[src/rtl/branch_pkg.sv]
// Shared branch types: funct3 condition codes, 2-bit predictor states, PC step.
package branch_pkg;

  typedef enum logic [2:0] {
    BR_BEQ  = 3'b000,
    BR_BNE  = 3'b001,
    BR_BLT  = 3'b100,
    BR_BGE  = 3'b101,
    BR_BLTU = 3'b110,
    BR_BGEU = 3'b111
  } br_op_e;

  typedef enum logic [1:0] {
    SNT = 2'b00,
    WNT = 2'b01,
    WT  = 2'b10,
    ST  = 2'b11
  } bht_state_e;

  localparam int PC_STEP = 4;

  // Saturating 2-bit counter step toward the observed outcome.
  function automatic bht_state_e bht_next(input bht_state_e s, input logic taken);
    if (taken) return (s == ST)  ? ST  : bht_state_e'(s + 2'd1);
    else       return (s == SNT) ? SNT : bht_state_e'(s - 2'd1);
  endfunction

endpackage

[src/rtl/branch_history_table.sv]
// Direct-mapped table of 2-bit saturating counters indexed by word PC bits.
// Lookup is combinational; an update lands on the clock edge, so a lookup of
// the same index in the update cycle still sees the old counter.
module branch_history_table
  import branch_pkg::*;
#(
  parameter int         ADDR_WIDTH  = 32,
  parameter int         BHT_ENTRIES = 64,
  parameter logic [1:0] BHT_INIT    = 2'b01
) (
  input  logic                  clk_i,
  input  logic                  rst_ni,
  input  logic [ADDR_WIDTH-1:0] lookup_pc_i,
  output logic                  pred_taken_o,
  input  logic                  upd_en_i,
  input  logic [ADDR_WIDTH-1:0] upd_pc_i,
  input  logic                  upd_taken_i
);

  localparam int IDX_W = $clog2(BHT_ENTRIES);

  if (BHT_ENTRIES < 2 || (BHT_ENTRIES & (BHT_ENTRIES - 1)) != 0) begin : g_bad_depth
    $error("BHT_ENTRIES must be a power of 2 and at least 2");
  end

  logic [1:0]       tbl [BHT_ENTRIES];
  logic [IDX_W-1:0] lkp_idx, upd_idx;

  assign lkp_idx = lookup_pc_i[IDX_W+1:2];
  assign upd_idx = upd_pc_i[IDX_W+1:2];

  // Byte-offset and high PC bits do not take part in indexing.
  logic unused_pc_bits;
  assign unused_pc_bits = ^{lookup_pc_i[1:0], lookup_pc_i[ADDR_WIDTH-1:IDX_W+2],
                            upd_pc_i[1:0], upd_pc_i[ADDR_WIDTH-1:IDX_W+2]};

  // Counter table: reset every entry, train the indexed entry on update.
  always_ff @(posedge clk_i or negedge rst_ni) begin
    if (!rst_ni) begin
      for (int i = 0; i < BHT_ENTRIES; i++) tbl[i] <= BHT_INIT;
    end else if (upd_en_i) begin
      tbl[upd_idx] <= bht_next(bht_state_e'(tbl[upd_idx]), upd_taken_i);
    end
  end

  assign pred_taken_o = tbl[lkp_idx][1];

endmodule

[src/rtl/branch_resolve_unit.sv]
// Resolve-stage branch unit: evaluates the condition, flags mispredicts with a
// corrected fetch target, trains the BHT and counts mispredicts.
module branch_resolve_unit
  import branch_pkg::*;
#(
  parameter int         DATA_WIDTH  = 32,
  parameter int         ADDR_WIDTH  = 32,
  parameter int         BHT_ENTRIES = 64,
  parameter logic [1:0] BHT_INIT    = 2'b01
) (
  input  logic                  clk_i,
  input  logic                  rst_ni,
  input  logic [ADDR_WIDTH-1:0] FetchPC_i,
  output logic                  PredTaken_o,
  input  logic                  Valid_i,
  input  logic                  Branch_i,
  input  logic [2:0]            funct3_i,
  input  logic [DATA_WIDTH-1:0] Rs1_i,
  input  logic [DATA_WIDTH-1:0] Rs2_i,
  input  logic [ADDR_WIDTH-1:0] PC_i,
  input  logic [ADDR_WIDTH-1:0] Imm_i,
  input  logic                  PredTaken_i,
  input  logic                  Stall_i,
  output logic                  ResolveValid_o,
  output logic                  BranchTaken_o,
  output logic                  Redirect_o,
  output logic [ADDR_WIDTH-1:0] RedirectPC_o,
  output logic                  IllegalBranch_o,
  output logic [31:0]           MispredictCount_o
);

  logic                  shadow, accept, taken, illegal, mispredict;
  logic [ADDR_WIDTH-1:0] target;

  // The cycle carrying Redirect_o holds a wrong-path instruction; squash it.
  assign shadow = Redirect_o;
  assign accept = Valid_i & Branch_i & ~Stall_i & ~shadow;

  // Condition evaluation; reserved funct3 codes resolve not-taken.
  always_comb begin
    taken   = 1'b0;
    illegal = 1'b0;
    case (br_op_e'(funct3_i))
      BR_BEQ:  taken = (Rs1_i == Rs2_i);
      BR_BNE:  taken = (Rs1_i != Rs2_i);
      BR_BLT:  taken = ($signed(Rs1_i) <  $signed(Rs2_i));
      BR_BGE:  taken = ($signed(Rs1_i) >= $signed(Rs2_i));
      BR_BLTU: taken = (Rs1_i <  Rs2_i);
      BR_BGEU: taken = (Rs1_i >= Rs2_i);
      default: illegal = 1'b1;
    endcase
  end

  assign mispredict = taken ^ PredTaken_i;
  assign target     = taken ? (PC_i + Imm_i) : (PC_i + ADDR_WIDTH'(PC_STEP));

  // Registered resolve results: pulses for one cycle per accepted branch.
  always_ff @(posedge clk_i or negedge rst_ni) begin
    if (!rst_ni) begin
      ResolveValid_o  <= 1'b0;
      BranchTaken_o   <= 1'b0;
      Redirect_o      <= 1'b0;
      IllegalBranch_o <= 1'b0;
      RedirectPC_o    <= '0;
    end else begin
      ResolveValid_o  <= accept;
      BranchTaken_o   <= accept & taken;
      Redirect_o      <= accept & mispredict;
      IllegalBranch_o <= accept & illegal;
      if (accept && mispredict) RedirectPC_o <= target;
    end
  end

  // Saturating mispredict counter, stepped on the edge that raises Redirect_o.
  always_ff @(posedge clk_i or negedge rst_ni) begin
    if (!rst_ni)                                          MispredictCount_o <= '0;
    else if (accept && mispredict && MispredictCount_o != '1) MispredictCount_o <= MispredictCount_o + 32'd1;
  end

  branch_history_table #(
    .ADDR_WIDTH  (ADDR_WIDTH),
    .BHT_ENTRIES (BHT_ENTRIES),
    .BHT_INIT    (BHT_INIT)
  ) u_bht (
    .clk_i        (clk_i),
    .rst_ni       (rst_ni),
    .lookup_pc_i  (FetchPC_i),
    .pred_taken_o (PredTaken_o),
    .upd_en_i     (accept & ~illegal),
    .upd_pc_i     (PC_i),
    .upd_taken_i  (taken)
  );

endmodule

[config.mk]
export PLATFORM = sky130hd
export DESIGN_NAME = branch_resolve_unit
export DESIGN_NICKNAME = d
export VERILOG_FILES = /design/src/rtl/branch_pkg.sv /design/src/rtl/branch_history_table.sv /design/src/rtl/branch_resolve_unit.sv
export SDC_FILE = /design/constraint.sdc
export NUM_CORES = 1
export LEC_CHECK = 0
export ABC_AREA = 1
export BUFFER_PORTS_ARGS = -buffer_cell sky130_fd_sc_hd__buf_2
export CORE_AREA = 2 2 197 199
export CTS_BUF_LIST = sky130_fd_sc_hd__clkbuf_2 sky130_fd_sc_hd__clkbuf_4 sky130_fd_sc_hd__clkbuf_8
export DETAILED_ROUTE_END_ITERATION = 8
export DIE_AREA = 0 0 199 201
export HOLD_SLACK_MARGIN = 0.1
export PLACE_DENSITY = 0.61
export SLEW_MARGIN = 20
export SYNTH_ARGS = -nofsm -noshare
export SYNTH_HDL_FRONTEND = slang
export SYNTH_SLANG_ARGS = --single-unit
[constraint.sdc]
create_clock -name clk_i -period 4 [get_ports clk_i]
set_input_delay 0.4 -clock clk_i [delete_from_list [all_inputs] [get_ports clk_i]]
set_output_delay 0.4 -clock clk_i [all_outputs]
set_load 0.02 [all_outputs]
# After elaboration in Yosys (flattened, before gate mapping)
# Cells that the tools add are included.
[word_totals] register_bits=196 input_bits=169 wordCells=125
[classes] add_sub_neg=5 n_lt_le_gt_ge=7 n_eq_ne=9 n_mux=16 bitwise=12 n_reduce_logical=6
[ops] operator="$bwmux W128" count=1
[ops] operator="$ge A32 B32 Y1" count=2
[ops] operator="$lt A32 B32 Y1" count=2
[ops] operator="$add A32 B1 Y32 const B" count=1
[ops] operator="$add A32 B3 Y32 const B" count=1
[ops] operator="$add A32 B32 Y32" count=1
[ops] operator="$eq A32 B32 Y1" count=1
[ops] operator="$mux W32" count=1
[ops] operator="$ne A32 B32 Y1" count=1
[ops] operator="$ne A32 B32 Y1 const B" count=1
[ops] operator="$bmux W2 S6" count=2
[ops] operator="$mux W2" count=9
[ops] operator="$ge A7 B7 Y1 const B" count=2
[ops] operator="$not A6 Y7" count=2
[ops] operator="$demux W2 S6" count=1
[ops] operator="$eq A3 B3 Y1 const B" count=4
[ops] operator="$and A1 B1 Y1" count=7
[ops] operator="$lt A7 B1 Y1 const B" count=1
[ops] operator="$pmux W1 S6" count=1
[ops] operator="$reduce_or A6 Y1" count=1
[ops] operator="$eq A3 B1 Y1 const B" count=1
[ops] operator="$logic_and A1 B1 Y1" count=3
[ops] operator="$logic_not A3 Y1" count=1
[ops] operator="$add A2 B1 Y2 const B" count=1
[ops] operator="6 further kinds" count=7

# Logic depth before layout (Yosys ltp)
[logic_depth] depth_word=9 depth_mapped=21

# By module
# A second synthesis with hierarchy kept.
[unflattened] hier_cells=2325 area_unflattened_um2=15080.7
[modules_own_cells] module="branch_history_table" n_inst=1 cells_each=1228 area_per_inst_um2=7815.0 seq_area_each_um2=3283.1
[modules_own_cells] module="branch_resolve_unit" n_inst=1 cells_each=1097 area_per_inst_um2=7265.7 seq_area_each_um2=1701.6

# Worst setup path after synthesis
# No wires, ideal clock.
[synth_path] path_kind="in2reg" from="in PC_i[0]" to="reg RedirectPC_o[28]" setup_ps=116 t_arrival_ps=2343 setup_slack_ps=1540 path_stages=15 n_path_buf=0 path_cell_list="ha_1 inv_1 fa_1 o21ai_0 a21oi_1 o21ai_0 nand2_1 nand2_1 nand3_1 nand2_1 nand2_1 nand3_1 nand2_1 nand2_1 nand2_1"
[synth_between] elab_chain_cells=2 elab_cells_between_ends=3
[synth_rtl] element="from (decl)" line_no="branch_resolve_unit.sv:20" rtl="input logic [ADDR_WIDTH-1:0] PC_i,"
[synth_rtl] element="$add A32 B3 Y32 or $add A32 B32 Y32 (tied branches)" line_no="branch_resolve_unit.sv:55" rtl="assign target = taken ? (PC_i + Imm_i) : (PC_i + ADDR_WIDTH'(PC_STEP));"
[synth_rtl] element="$mux W32 (*)" line_no="branch_resolve_unit.sv:55"
[synth_rtl] element="to (signal assigned)" line_no="branch_resolve_unit.sv:70" rtl="if (accept && mispredict) RedirectPC_o <= target;"
[synth_rtl] element="to (decl)" line_no="branch_resolve_unit.sv:27" rtl="output logic [ADDR_WIDTH-1:0] RedirectPC_o,"
# Mark *: on every way between the ends. The rest lies on a longest branch, timed or not.
# A chain may end at the register's enable or synchronous reset.

# Worst setup path after layout
[layout_path] from="in Rs2_i[31]" to="reg RedirectPC_o[2]"
[layout_between] elab_chain_cells=4 elab_cells_between_ends=10
[layout_rtl] element="from (decl)" line_no="branch_resolve_unit.sv:19" rtl="input logic [DATA_WIDTH-1:0] Rs2_i,"
[layout_rtl] element="$ge A32 B32 Y1, or another cell as far along" line_no="branch_resolve_unit.sv:49" rtl="BR_BGEU: taken = (Rs1_i >= Rs2_i);"
[layout_rtl] element="$pmux W1 S6 (*)" line_no="branch_resolve_unit.sv:43" rtl="case (br_op_e'(funct3_i))"
[layout_rtl] element="$xor A1 B1 Y1" line_no="branch_resolve_unit.sv:54" rtl="assign mispredict = taken ^ PredTaken_i;"
[layout_rtl] element="$logic_and A1 B1 Y1" line_no="branch_resolve_unit.sv:70"
# Marked as above.

==> results.toml <==
[layout]
drive_gt1_frac = 0.163
stdcell_area_um2 = 16600
seq_area_um2 = 4980
nNetsFinal = 2591
syn_to_final_growth_pct = 13.3
n_fill_cell = 3985
multi_input_area_um2 = 8190

[clock_network]
cts_setup_buffers = 0
cts_inserted_buffers = 17
htree_levels = 4
cts_resized = 0
clock-sinks = 196
clk_pin_slew_ns = 0.10
postCtsHoldBufs = 1
cts_tree = "built"
clock_latency_ns = 0.51
cts_root_buf = "clkbuf_8"
cts_buffer_depth = 2

[floorplan]
core_area_um2 = 38100
die_area_um2 = 40000
initial_core_util = 0.384
die_x_um = 199
die_y_um = 201
floorplan.rows = 72
io_pins = 238

[synthesis]
avgSynthCellArea_um2 = 6.76
synth_common_cells = "nand2_1, inv_1, nor2_1"
synth_cells = 2166
async_reset_ff_frac = 1.00
synth-seq-cells = 196
ys.warnings.count = 0
synth_most_common_cell = "nand2_1"
yosysTopAreaCell = "dfrtp_1"
synthesis.area_um2 = 14600
synthFlopType = "dfrtp_1"
synth_cell_types = 53
synth_nets = 2401
yosysSeqAreaShare = 0.340
synth_edf_count = 0
yosys.area.top_type_share = 0.225
synthTopCellsByArea = "dfrtp_1, nand2_1, dfstp_2"

[place]
post-dp-hpwl_mm = 35.0
place_area_um2 = 16200
globalplace.congestion = 0.934
numPortBuffers = 211

[global_route]
grt_max_degree = 105
grt_pass1_vias = 14500
grt_pass1_wl_mm = 76.4
grtUsageTotal = 0.241
antenna_found_initial = 2
grt_remaining_overflow = 0

[worst_setup_path]
cp.arrival_ns = 3.55
cp-start-kind = "input pin"
end_kind = "flop"
crit_required_ns = 4.40
critPathKind = "in2reg"
crit_fanout = 33

[timing]
setup_viol = 0
rsz0062_at_grt = "false"
finalSetupTns_ns = 0
tightestPinTransition_ns = 0.920
fin_crit_ns = 3.14
clock_skew_ns = 0.0233
drv_slew = 0
max_freq_mhz = 318
slew_headroom = 0.387
finalHoldViolCount = 0
holdWs_ns = 0.222
period_share = 0.785

[power]
p_clk_frac = 0.265
power.share.sequential = 0.447
combPwrFrac = 0.289
power_density_nw_per_um2 = 302
power_leakage_nw = 8.42
p_sw_frac = 0.371
max-vdd-ir-drop_mv = 0.191
p_int_w = 0.00315
switchingPower_w = 0.00186

[job]
max_cap_violations = 0

[detailed_routing]
vias = 15100
drt_iter0_drc = 1191
wl_met1_mm = 21.1
via_per_inst = 5.21
drcViolationCount = 0
wl_met2_mm = 21.8
wl_per_cell_um = 16.5
drt-total-wl_mm = 47.7
first_pass_iters = 8
highest_layer = "met4"
antenna_left = 0
wl_met3_mm = 3.55

[min_path]
hold_path_class = "in2reg"

[status]
status = "complete, no violations"
area by class of cell:
class                   count  area share
inverters                 270      0.0611
diodes                      2    0.000301
well taps                 518      0.0390
clock buffers              22      0.0167
flip-flops and latches    196       0.300
repair buffers            243      0.0833
clock inverters            10     0.00580
multi-input cells        1628       0.493
sequential cells by signal, indices dropped and copies added, names as in the netlist:
| signal | count |
|---|---|
| BranchTaken_o | 1 |
| IllegalBranch_o | 1 |
| MispredictCount_o | 32 |
| RedirectPC_o | 32 |
| Redirect_o | 1 |
| ResolveValid_o | 1 |
| u_bht.tbl | 128 |
cells by family after synthesis:
kind of cell             Yosys count  share of synthesized area
XOR/XNOR                          64                     0.0383
AO/OA/AOI/OAI                    236                     0.0950
AND/OR/NAND/NOR                 1262                      0.369
buffers and inverters            342                      0.101
adder cells (fa/ha/maj)           66                     0.0569
flip-flops                       196                      0.340
power groups by stage:
stage	clock (W)	combinational (W)	sequential (W)
global route	0.00142	0.00160	0.00226
floorplan	0	0.000742	0.00241
CTS	0.00135	0.00145	0.00224
finish	0.00133	0.00145	0.00224
global placement	0	0.00143	0.00227
detailed placement	0	0.00144	0.00227
layer usage:
metal,track usage,vias to the layer above
li1,-,7357
met1,0.333,7013
met2,0.385,613
met3,0.0338,78
met4,0.0834,0
met5,0,-
stage by stage:
stage / std cells / worst slack (ns) / util / power, W
after detailed placement: 2854 / 0.314 / 0.425 / 0.00372
after floorplan: 2166 / 1.54 / - / 0.00316
after global placement: 2854 / 0.366 / 0.425 / 0.00370
final: 2889 / 0.859 / 0.436 / 0.00501
after CTS: 2887 / 0.871 / 0.435 / 0.00504
after global routing: 2888 / 0.534 / 0.436 / 0.00527
worst max-delay path, cell delays in order:
cell	delay (ns)
buf_2	0.07
inv_1	0.03
ha_1	0.33
nand2_1	0.09
nor2_1	0.17
nand4_1	0.13
nor2_1	0.15
nand2_1	0.13
nand2_1	0.08
o21ai_1	0.06
inv_1	0.05
nand2_1	0.05
nor2_2	0.15
nand3_4	0.25
nand2_2	0.18
nand2_4	0.22
nand2_4	0.40
inv_2	0.36
nand2_1	0.16
nand2_1	0.06
worst paths after layout:
check                                     start                    end  slack, ns  depth (start not counted)
setup / recovery                      Rs2_i[31]        RedirectPC_o[2]       0.86                         20
min in group asynchronous                rst_ni           u_bht.tbl[9]       0.53                          2
setup reg to reg           MispredictCount_o[0]  MispredictCount_o[23]       1.00                         15
max in group asynchronous                rst_ni          u_bht.tbl[32]       2.41                          3
hold reg to reg                   u_bht.tbl[26]          u_bht.tbl[26]       0.47                          2
hold / removal                          PC_i[0]        RedirectPC_o[0]       0.22                          5
cell usage in the layout, fill, tap and decap left out, types with 6 or more instances in the layout:
cell / netlist / final
nand3_1: 133 / 133
buf_12: 0 / 6
xnor2_1: 28 / 28
inv_2: 15 / 15
a21oi_1: 63 / 63
o21ai_1: 13 / 13
a22oi_1: 9 / 9
ha_1: 65 / 65
nand2_1: 806 / 805
nand4_1: 63 / 63
o21ai_0: 91 / 91
a21o_1: 10 / 10
nand2_2: 5 / 6
buf_4: 12 / 25
inv_1: 252 / 252
buf_2: 27 / 210
nor4_1: 14 / 14
nor3_1: 74 / 74
dfrtp_1: 132 / 132
clkbuf_8: 0 / 19
dfstp_2: 64 / 64
a221oi_1: 9 / 9
nor2_1: 139 / 139
xor2_1: 36 / 36
(Power assumes the default switching activity.)
